## config.mk

```make
export PLATFORM = sky130hd
export DESIGN_NAME = mem_port_arbiter_flat
export DESIGN_NICKNAME = d
export VERILOG_FILES = /design/src/rtl/mem_port_arbiter_if.sv /design/src/rtl/mem_port_arbiter.sv /design/src/flat_wrapper.sv
export SDC_FILE = /design/constraint.sdc
export NUM_CORES = 1
export LEC_CHECK = 0
export ABC_AREA = 1
export CAP_MARGIN = 20
export CORE_AREA = 2 2 115 117
export DETAILED_ROUTE_END_ITERATION = 10
export DIE_AREA = 0 0 117 119
export PLACE_DENSITY_LB_ADDON = 0.05
export SETUP_SLACK_MARGIN = 0.2
export SLEW_MARGIN = 40
export SYNTH_ARGS = -nofsm -noshare
export SYNTH_HDL_FRONTEND = slang
export SYNTH_SLANG_ARGS = --single-unit
export TNS_END_PERCENT = 1
```

## constraint.sdc

```tcl
create_clock -name clk -period 1.9 [get_ports clk]
set_clock_uncertainty 0.05 [all_clocks]
set_input_delay 0.38 -clock clk [delete_from_list [all_inputs] [get_ports clk]]
set_output_delay 0.38 -clock clk [all_outputs]
set_load 0.1 [all_outputs]
```

## src/rtl/mem_port_arbiter_if.sv

```systemverilog
// Bus bundle between the CPU/DMA requesters, the arbiter and the unified memory.
// The slave modport is the arbiter's view; master is the requester/memory view.
interface mem_port_arbiter_if #(
    parameter int ADDR_WIDTH = 32,
    parameter int DATA_WIDTH = 32
);
    logic                  cpu_req;
    logic                  cpu_we;
    logic [ADDR_WIDTH-1:0] cpu_addr;
    logic [DATA_WIDTH-1:0] cpu_wdata;
    logic                  cpu_gnt;
    logic                  cpu_rvalid;
    logic [DATA_WIDTH-1:0] cpu_rdata;

    logic                  dma_req;
    logic                  dma_we;
    logic [ADDR_WIDTH-1:0] dma_addr;
    logic [DATA_WIDTH-1:0] dma_wdata;
    logic                  dma_gnt;
    logic                  dma_rvalid;
    logic [DATA_WIDTH-1:0] dma_rdata;

    logic [ADDR_WIDTH-1:0] mem_addr;
    logic [DATA_WIDTH-1:0] mem_wdata;
    logic                  mem_we;
    logic [DATA_WIDTH-1:0] mem_rdata;

    modport slave (
        input  cpu_req, cpu_we, cpu_addr, cpu_wdata,
        output cpu_gnt, cpu_rvalid, cpu_rdata,
        input  dma_req, dma_we, dma_addr, dma_wdata,
        output dma_gnt, dma_rvalid, dma_rdata,
        output mem_addr, mem_wdata, mem_we,
        input  mem_rdata
    );

    modport master (
        output cpu_req, cpu_we, cpu_addr, cpu_wdata,
        input  cpu_gnt, cpu_rvalid, cpu_rdata,
        output dma_req, dma_we, dma_addr, dma_wdata,
        input  dma_gnt, dma_rvalid, dma_rdata,
        input  mem_addr, mem_wdata, mem_we,
        output mem_rdata
    );
endinterface

```

## src/rtl/mem_port_arbiter.sv

```systemverilog
// Two-port (CPU, DMA) arbiter onto a single unified memory with fixed read latency.
// CPU has priority; a starvation counter forces a DMA grant after STARVE_LIMIT CPU wins.
module mem_port_arbiter #(
    parameter int ADDR_WIDTH   = 32,
    parameter int DATA_WIDTH   = 32,
    parameter int READ_LATENCY = 2,
    parameter int STARVE_LIMIT = 4
) (
    input  logic clk,
    input  logic rst,
    mem_port_arbiter_if.slave bus
);
    localparam int LW = 3;
    localparam int SW = 4;
    localparam logic [LW-1:0] LAT_INIT   = LW'(READ_LATENCY - 1);
    localparam logic [SW-1:0] STARVE_MAX = SW'(STARVE_LIMIT);

    typedef enum logic [0:0] {
        S_IDLE,
        S_READ_WAIT
    } state_t;

    state_t                r_state;
    logic [LW-1:0]         r_lat_cnt;
    logic [SW-1:0]         r_starve_cnt;
    logic                  r_owner_dma;
    logic [ADDR_WIDTH-1:0] r_addr;
    logic                  r_rvalid_pend;

    logic                  w_idle;
    logic                  w_dma_wins;
    logic                  w_cpu_gnt;
    logic                  w_dma_gnt;
    logic                  w_any_gnt;
    logic                  w_gnt_we;
    logic [ADDR_WIDTH-1:0] w_gnt_addr;
    logic [DATA_WIDTH-1:0] w_gnt_wdata;

    // Grants are combinational so a write completes in the cycle it is granted;
    // gating with rst keeps every grant low the instant reset rises.
    assign w_idle      = (r_state == S_IDLE) && !rst;
    assign w_dma_wins  = bus.dma_req && (r_starve_cnt == STARVE_MAX);
    assign w_cpu_gnt   = w_idle && bus.cpu_req && !w_dma_wins;
    assign w_dma_gnt   = w_idle && bus.dma_req && (w_dma_wins || !bus.cpu_req);
    assign w_any_gnt   = w_cpu_gnt || w_dma_gnt;
    assign w_gnt_we    = w_dma_gnt ? bus.dma_we    : bus.cpu_we;
    assign w_gnt_addr  = w_dma_gnt ? bus.dma_addr  : bus.cpu_addr;
    assign w_gnt_wdata = w_dma_gnt ? bus.dma_wdata : bus.cpu_wdata;

    assign bus.cpu_gnt   = w_cpu_gnt;
    assign bus.dma_gnt   = w_dma_gnt;
    assign bus.mem_we    = w_any_gnt && w_gnt_we;
    assign bus.mem_addr  = w_any_gnt ? w_gnt_addr : r_addr;
    assign bus.mem_wdata = w_any_gnt ? w_gnt_wdata : '0;

    // Read data passes straight through; only the owner's valid is raised.
    assign bus.cpu_rvalid = r_rvalid_pend && !r_owner_dma;
    assign bus.dma_rvalid = r_rvalid_pend && r_owner_dma;
    assign bus.cpu_rdata  = bus.mem_rdata;
    assign bus.dma_rdata  = bus.mem_rdata;

    always_ff @(posedge clk or posedge rst) begin
        if (rst) begin
            r_state       <= S_IDLE;
            r_lat_cnt     <= '0;
            r_starve_cnt  <= '0;
            r_owner_dma   <= 1'b0;
            r_addr        <= '0;
            r_rvalid_pend <= 1'b0;
        end else begin
            r_rvalid_pend <= 1'b0;
            case (r_state)
                S_IDLE: begin
                    if (w_any_gnt && !w_gnt_we) begin
                        r_addr      <= w_gnt_addr;
                        r_owner_dma <= w_dma_gnt;
                        if (READ_LATENCY == 1) begin
                            r_rvalid_pend <= 1'b1;
                        end else begin
                            r_lat_cnt <= LAT_INIT;
                            r_state   <= S_READ_WAIT;
                        end
                    end
                end
                S_READ_WAIT: begin
                    r_lat_cnt <= r_lat_cnt - LW'(1);
                    // Leaving now lands the return cycle on the next IDLE cycle.
                    if (r_lat_cnt == LW'(1)) begin
                        r_state       <= S_IDLE;
                        r_rvalid_pend <= 1'b1;
                    end
                end
                default: r_state <= S_IDLE;
            endcase

            if (!bus.dma_req || w_dma_gnt) begin
                r_starve_cnt <= '0;
            end else if (w_cpu_gnt && (r_starve_cnt != STARVE_MAX)) begin
                r_starve_cnt <= r_starve_cnt + SW'(1);
            end
        end
    end
endmodule

```

## src/flat_wrapper.sv

```systemverilog
// flat-port wrapper written by rule: the top's interface ports become plain ports
module mem_port_arbiter_flat 
#(
    parameter int ADDR_WIDTH   = 32,
    parameter int DATA_WIDTH   = 32,
    parameter int READ_LATENCY = 2,
    parameter int STARVE_LIMIT = 4
)
  (clk, rst, bus_cpu_req, bus_cpu_we, bus_cpu_addr, bus_cpu_wdata, bus_cpu_gnt, bus_cpu_rvalid, bus_cpu_rdata, bus_dma_req, bus_dma_we, bus_dma_addr, bus_dma_wdata, bus_dma_gnt, bus_dma_rvalid, bus_dma_rdata, bus_mem_addr, bus_mem_wdata, bus_mem_we, bus_mem_rdata);
  mem_port_arbiter_if #(.ADDR_WIDTH(ADDR_WIDTH), .DATA_WIDTH(DATA_WIDTH)) bus_i ();
  input  logic clk;
  input  logic rst;
  input wire logic [$bits(bus_i.cpu_req)-1:0] bus_cpu_req;
  input wire logic [$bits(bus_i.cpu_we)-1:0] bus_cpu_we;
  input wire logic [$bits(bus_i.cpu_addr)-1:0] bus_cpu_addr;
  input wire logic [$bits(bus_i.cpu_wdata)-1:0] bus_cpu_wdata;
  output wire logic [$bits(bus_i.cpu_gnt)-1:0] bus_cpu_gnt;
  output wire logic [$bits(bus_i.cpu_rvalid)-1:0] bus_cpu_rvalid;
  output wire logic [$bits(bus_i.cpu_rdata)-1:0] bus_cpu_rdata;
  input wire logic [$bits(bus_i.dma_req)-1:0] bus_dma_req;
  input wire logic [$bits(bus_i.dma_we)-1:0] bus_dma_we;
  input wire logic [$bits(bus_i.dma_addr)-1:0] bus_dma_addr;
  input wire logic [$bits(bus_i.dma_wdata)-1:0] bus_dma_wdata;
  output wire logic [$bits(bus_i.dma_gnt)-1:0] bus_dma_gnt;
  output wire logic [$bits(bus_i.dma_rvalid)-1:0] bus_dma_rvalid;
  output wire logic [$bits(bus_i.dma_rdata)-1:0] bus_dma_rdata;
  output wire logic [$bits(bus_i.mem_addr)-1:0] bus_mem_addr;
  output wire logic [$bits(bus_i.mem_wdata)-1:0] bus_mem_wdata;
  output wire logic [$bits(bus_i.mem_we)-1:0] bus_mem_we;
  input wire logic [$bits(bus_i.mem_rdata)-1:0] bus_mem_rdata;
  assign bus_i.cpu_req = bus_cpu_req;
  assign bus_i.cpu_we = bus_cpu_we;
  assign bus_i.cpu_addr = bus_cpu_addr;
  assign bus_i.cpu_wdata = bus_cpu_wdata;
  assign bus_cpu_gnt = bus_i.cpu_gnt;
  assign bus_cpu_rvalid = bus_i.cpu_rvalid;
  assign bus_cpu_rdata = bus_i.cpu_rdata;
  assign bus_i.dma_req = bus_dma_req;
  assign bus_i.dma_we = bus_dma_we;
  assign bus_i.dma_addr = bus_dma_addr;
  assign bus_i.dma_wdata = bus_dma_wdata;
  assign bus_dma_gnt = bus_i.dma_gnt;
  assign bus_dma_rvalid = bus_i.dma_rvalid;
  assign bus_dma_rdata = bus_i.dma_rdata;
  assign bus_mem_addr = bus_i.mem_addr;
  assign bus_mem_wdata = bus_i.mem_wdata;
  assign bus_mem_we = bus_i.mem_we;
  assign bus_i.mem_rdata = bus_mem_rdata;
  mem_port_arbiter #(.ADDR_WIDTH(ADDR_WIDTH), .DATA_WIDTH(DATA_WIDTH), .READ_LATENCY(READ_LATENCY), .STARVE_LIMIT(STARVE_LIMIT)) u_core (.clk(clk), .rst(rst), .bus(bus_i));
endmodule
```

==> metrics, run 1 <==
R2R Path Start=u_core.r_starve_cnt[0]$_DFFE_PP0P_; Synth Area in Compound Gates=20.43%; initial antenna violation count=0; period utilization=125.9%; Nets=878; Synth warnings=0; Critical R2R Capture=u_core.r_addr[11]$_DFFE_PP0P_; row count=42; Mapped Area=0.003423 mm2; vias per cell=4.429; setup violators final=99; final core occ=59.48%; TritonCTS clock tree=built; DIE AREA=0.01392 mm2; setup_tns=-29300 ps; CTS Buffer Depth=2; Switching Share=54.45%; share of post-route cells with drive strength above 1=41.33%; max-slew violations=0; hold-fix buffers at CTS=0; buffers plus inverters on the worst setup path=4; FMAX=0.4179 GHz; post-synthesis mux area share=0%; synth unique cells=25; antenna-violating nets left=0; highest-count cells in the layout ignoring fill and taps=clkdlybuf4s50_1, nand2_1, buf_12; Synth Area in XOR/XNOR=0.7675%; post-synthesis simple-gate area fraction=22.99%; Residual DRC=0; Die H=119 um; CP Class=reg2out; CP cell instances=inv_2 -> ha_4 -> nand4_1 -> nand2_2 -> nand2_8 -> buf_12 -> buf_16 -> nand2_2 -> o21ai_2 -> o21ai_4 -> buf_12; peak supply drop=1.120 mV; Adder-Cell Fraction of Synth Area=1.462%; Max Cap Viol=0; IO Pins=299; leakage power=3.278 nW; clock share of power=7.6%; Die Span X=117 um; total power=11.38 mW; clk root buf=clkbuf_16; Worst EP arrival=1960 ps; Logic pwr share=78.9%; GRT Util Overall=18.93%; power per cell area=1486 mW/mm2; TritonCTS buffer count=5; Register-to-Register Setup Slack=-60 ps; Mapped Avg Cell Area=6.571 um2; Slew HR=77.30%; Worst R2R Path Depth=12; H-tree Lvls=2; drt wl/cell=14.76 um; Worst Path Required=1470 ps; ant diodes=0; detailed placement HPWL=10070 um; Area after DPL=0.007102 mm2; CP Capture Type=output port; sequential share of power=13.5%; CP top delay family=buffers and inverters; failing checks=negative setup slack; WP depth=11; Worst-Skew Late Latency=280 ps; Yosys reg bits=42; drt pass-1 iters=4; largest net degree at the start of global routing=28; total gr overflow=0; Pint=5.183 mW; Slowest-stage cell, CP=dfrtp_1; Fin Hold WS=312.9 ps; clock slew at reported path FFs=60 ps; drt first-iter violations=144; via count=3920; max incr delay on CP=390 ps; RSZ-0062 raised after global routing=yes; Psw=6.197 mW; CORE AREA=0.01287 mm2; Cells after Synth=521; largest family of logic cells by synthesized area=buffers and inverters; I/O Buffers=202; routed wire length=13070 um; fin crit period=2393 ps; worst-path maximum fanout=8; global-route wire length before repair=20820 um; Initial Util=26.59%; most common cell after layout, fill and taps aside=clkdlybuf4s50_1; Post-Syn Nets=691; worst-margin pin slew=340.0 ps; # clock sinks=42; placer congestion estimate=0.7316; post-route cell area=0.007657 mm2; Hold WC Path Type=in2async; number of global-route vias before repair=4091; crit path launch type=flop; post-route setup slack=-492.9 ps; sequential share of the synthesized area=30.70%; status=finished, violations left; Final Hold Viols=0; Area growth syn-to-layout=123.7%
## repair_timing
item,CTS,global route
setup endpoints to repair,107,107
resized for setup,58,4
pin swaps,32,3
buffers inserted,4,0
cloned,5,0
## cells in the mapped netlist
cell      count  area, um2
nor2_4        2      22.52
inv_1        46      172.7
nand3_1       7      35.03
clkbuf_1     14      52.55
nand2_1     110      412.9
nand2_2       1      6.260
o21ai_2       5      43.79
nand2_4       1      11.26
buf_4        64      480.5
nand4_1       1      6.260
nand3_2       1      10.01
nand3_4       1      17.52
or2_2         1      6.260
inv_2         3      11.26
o21ai_0     115      575.6
o21ai_1      13      65.06
a21oi_1       3      15.01
buf_2        14      70.07
xnor2_1       1      8.760
buf_6         2      22.52
dfrtp_1      42       1051
nor2_1       67      251.5
xor2_1        2      17.52
nand3b_1      1      7.510
ha_1          4      50.05
## metrics by stage
stage | cells | setup WS [ps]
floorplan | 521 | -309.2
global placement | 868 | -546.0
detailed placement | 868 | -604.3
CTS | 885 | -513.5
global route | 885 | -595.2
finish | 885 | -492.9
## metal layers
layer / wire (um) / vias up / global-route usage, % / share of wire [%]
li1: - / 1956 / - / -
met1: 4771 / 1779 / 20.58 / 37
met2: 6717 / 171 / 34.39 / 51
met3: 1463 / 14 / 7.481 / 11
met4: 114 / 0 / 3.750 / 0.87
met5: 0 / - / 0 / 0
## sequential cells by signal, summed over array words and instances (netlist names)
signal,flops
u_core.r_addr,32
u_core.r_starve_cnt,4
u_core.r_rvalid_pend,1
u_core.r_state,1
u_core.r_lat_cnt,3
u_core.r_owner_dma,1
## worst min-delay path: cells and delay by family
family | cells | cell delay (ps)
buffers and inverters | 3 | 670
## logic make-up after synthesis
family,count (synthesis)
compound gates,136
xor+xnor,3
fa+ha+maj,4
buf+inv,143
flops,42
simple gates,193
## power groups by stage
stage	clock, mW	combinational, mW	sequential [mW]
after CTS	0.896	9.06	1.54
after global routing	0.931	9.38	1.60
after floorplan	0	6.32	1.49
after detailed placement	0	8.76	1.55
final	0.861	8.98	1.54
after global placement	0	8.68	1.52
## cell type report
type	count	area [um2]
Fill cell	1125	5218
Timing Repair Buffer	274	3523
Multi-Input combinational cell	336	2524
Sequential cell	42	1051
Tap cell	176	220.2
Inverter	49	191.4
Clock buffer	7	142.6
Clock inverter	1	5.005
## how the worst max path moves through the flow
stage	from	end
after floorplan	u_core.r_starve_cnt[1]$_DFFE_PP0P_	bus_mem_addr[0]
after global placement	bus_dma_req	bus_mem_addr[3]
after detailed placement	bus_dma_req	bus_mem_addr[4]
after CTS	u_core.r_starve_cnt[1]$_DFFE_PP0P_	bus_mem_addr[12]
after global routing	u_core.r_starve_cnt[1]$_DFFE_PP0P_	bus_mem_addr[12]
final	u_core.r_starve_cnt[0]$_DFFE_PP0P_	bus_mem_addr[12]
Power figures use the tool's default switching activity.
==> run 2: changes to the inputs <==
Settings changed: CTS_CLUSTER_DIAMETER set to 80, RECOVER_POWER set to 25.
==> metrics, run 2 (synthesis results as in run 1) <==
RSZ-0062 raised after global routing=yes; Residual DRC=0 (unchanged); Area growth syn-to-layout=123.7% (unchanged); number of flip-flops in the largest register=32 (unchanged); drt first-iter violations=144 (unchanged); largest net degree at the start of global routing=28 (unchanged); IO Pins=299 (unchanged); Max Used Layer=met4; metal1 wirelength=4770 um (about the same); # clock sinks=42 (unchanged); worst-margin pin slew=612.0 ps (+272.0 ps); Worst R2R Path Depth=12 (unchanged); drt wl/cell=14.76 um (about the same); Die Span X=117 um (unchanged); detailed placement HPWL=10070 um (unchanged); H-tree Lvls=2 (unchanged); Nets=878 (unchanged); CTS Buffer Depth=2 (unchanged); global-route wire length before repair=20820 um (unchanged); Fin Hold WS=412.6 ps (+99.64 ps); TritonCTS clock tree=built; Die H=119 um (unchanged); via count=3920 (unchanged); Largest Register=u_core.r_addr; max-slew violations=0 (unchanged); Slew HR=59.16% (-18 points); worst-path maximum fanout=8 (unchanged); met2 WL=6717 um (unchanged); status=finished, violations left; clk root buf=clkbuf_16; placer congestion estimate=0.7316 (unchanged); failing checks=negative setup slack; clock slew at reported path FFs=60 ps (about the same); CP Class=reg2out; post-route setup slack=-492.9 ps (unchanged); Hold WC Path Type=reg2reg; met3 WL=1463 um (unchanged); Worst EP arrival=1960 ps (about the same); CP Capture Type=output port; total power=11.38 mW (about the same); Final Hold Viols=0 (unchanged); total gr overflow=0 (unchanged); Worst Setup SP=u_core.r_starve_cnt[0]$_DFFE_PP0P_; I/O Buffers=202 (unchanged); DIE AREA=0.01392 mm2 (unchanged); Max Cap Viol=0 (unchanged); power per cell area=1486 mW/mm2 (about the same); antenna-violating nets left=0 (unchanged); period utilization=125.9% (unchanged); Worst-Skew Late Latency=280 ps (about the same); Initial Util=26.59% (unchanged); TritonCTS buffer count=5 (unchanged); setup violators final=99 (unchanged); biggest regs=u_core.r_addr: 32 flops, u_core.r_starve_cnt: 4 flops, u_core.r_lat_cnt: 3 flops; Register-to-Register Setup Slack=-60 ps (about the same); routed wire length=13070 um (about the same); drt pass-1 iters=4 (unchanged); Critical R2R Capture=u_core.r_addr[11]$_DFFE_PP0P_; peak supply drop=1.120 mV (unchanged); number of global-route vias before repair=4091 (unchanged); R2R Path Start=u_core.r_starve_cnt[0]$_DFFE_PP0P_; highest-count cells in the layout ignoring fill and taps=clkdlybuf4s50_1, nand2_1, buf_12; crit path launch type=flop; ant diodes=0 (unchanged); leakage power=3.279 nW (about the same); row count=42 (unchanged); share of post-route cells with drive strength above 1=41.18% (-0.14 points); vias per cell=4.429 (unchanged); GRT Util Overall=18.93% (unchanged); initial antenna violation count=0 (unchanged); CORE AREA=0.01287 mm2 (unchanged); fin crit period=2393 ps (unchanged); Critical Path End=bus_mem_addr[12]; Worst Path Required=1470 ps (about the same); most common cell after layout, fill and taps aside=clkdlybuf4s50_1; FMAX=0.4179 GHz (unchanged)
## run 2: layout make-up
| cell class | instances | area [um2] |
|---|---|---|
| clock inverter | 1 | 5.005 |
| inverter | 49 | 191.4 |
| fill | 1125 | 5218 |
| timing repair buffer | 274 | 3523 |
| multi-input combinational | 336 | 2524 |
| sequential | 42 | 1051 |
| clock buffer | 7 | 142.6 |
| tap | 176 | 220.2 |
## run 2: worst min path at each step
stage | cells past startpoint | endpoint | start | slack, ps
after floorplan | 1 | u_core.r_rvalid_pend$_DFF_PP0_ | u_core.r_lat_cnt[2]$_DFFE_PP0P_ | 380
after global placement | 1 | u_core.r_rvalid_pend$_DFF_PP0_ | u_core.r_lat_cnt[2]$_DFFE_PP0P_ | 400
after detailed placement | 1 | u_core.r_rvalid_pend$_DFF_PP0_ | u_core.r_lat_cnt[2]$_DFFE_PP0P_ | 410
after CTS | 3 | u_core.r_rvalid_pend$_DFF_PP0_ | rst | 320
after global routing | 3 | u_core.r_rvalid_pend$_DFF_PP0_ | rst | 460
final | 1 | u_core.r_rvalid_pend$_DFF_PP0_ | u_core.r_lat_cnt[2]$_DFFE_PP0P_ | 410
## run 2: repair_timing
item                                    4_1_cts  5_1_grt
setup buffers                                 4        0
resized for setup                            58        4
cloned                                        5        0
endpoints found under the setup margin      107      107
pin swaps                                    32        3
hold buffers                                  0        0
## run 2: per-stage QoR
step / utilization (%) / cell area (um2) / setup WS, ps / TNS (ps) / cells
final: 59.48 / 7657 / -492.9 / -29300 / 885
after global routing: 59.48 / 7657 / -595.2 / -39890 / 885
after CTS: 59.40 / 7647 / -513.5 / -31420 / 885
after detailed placement: 55.16 / 7102 / -604.3 / -52680 / 868
after global placement: 55.16 / 7102 / -546.0 / -48000 / 868
after floorplan: - / 4300 / -309.2 / -19090 / 521
## run 2: layer usage
metal | vias to the layer above | global-route usage, %
li1 | 1956 | -
met1 | 1779 | 20.58
met2 | 171 | 34.39
met3 | 14 | 7.481
met4 | 0 | 3.750
met5 | - | 0
## run 2: critical path: stages, from the launching register on
cell	delay, ps
dfrtp_1	390
inv_2	80
ha_4	120
nand4_1	90
nand2_2	130
nand2_8	100
buf_12	150
buf_16	140
nand2_2	60
o21ai_2	70
o21ai_4	150
buf_12	190
## run 2: where the power goes
part	switching, mW	internal (mW)
Clock	0.340	0.521
Sequential	0.235	1.30
Combinational	5.62	3.36
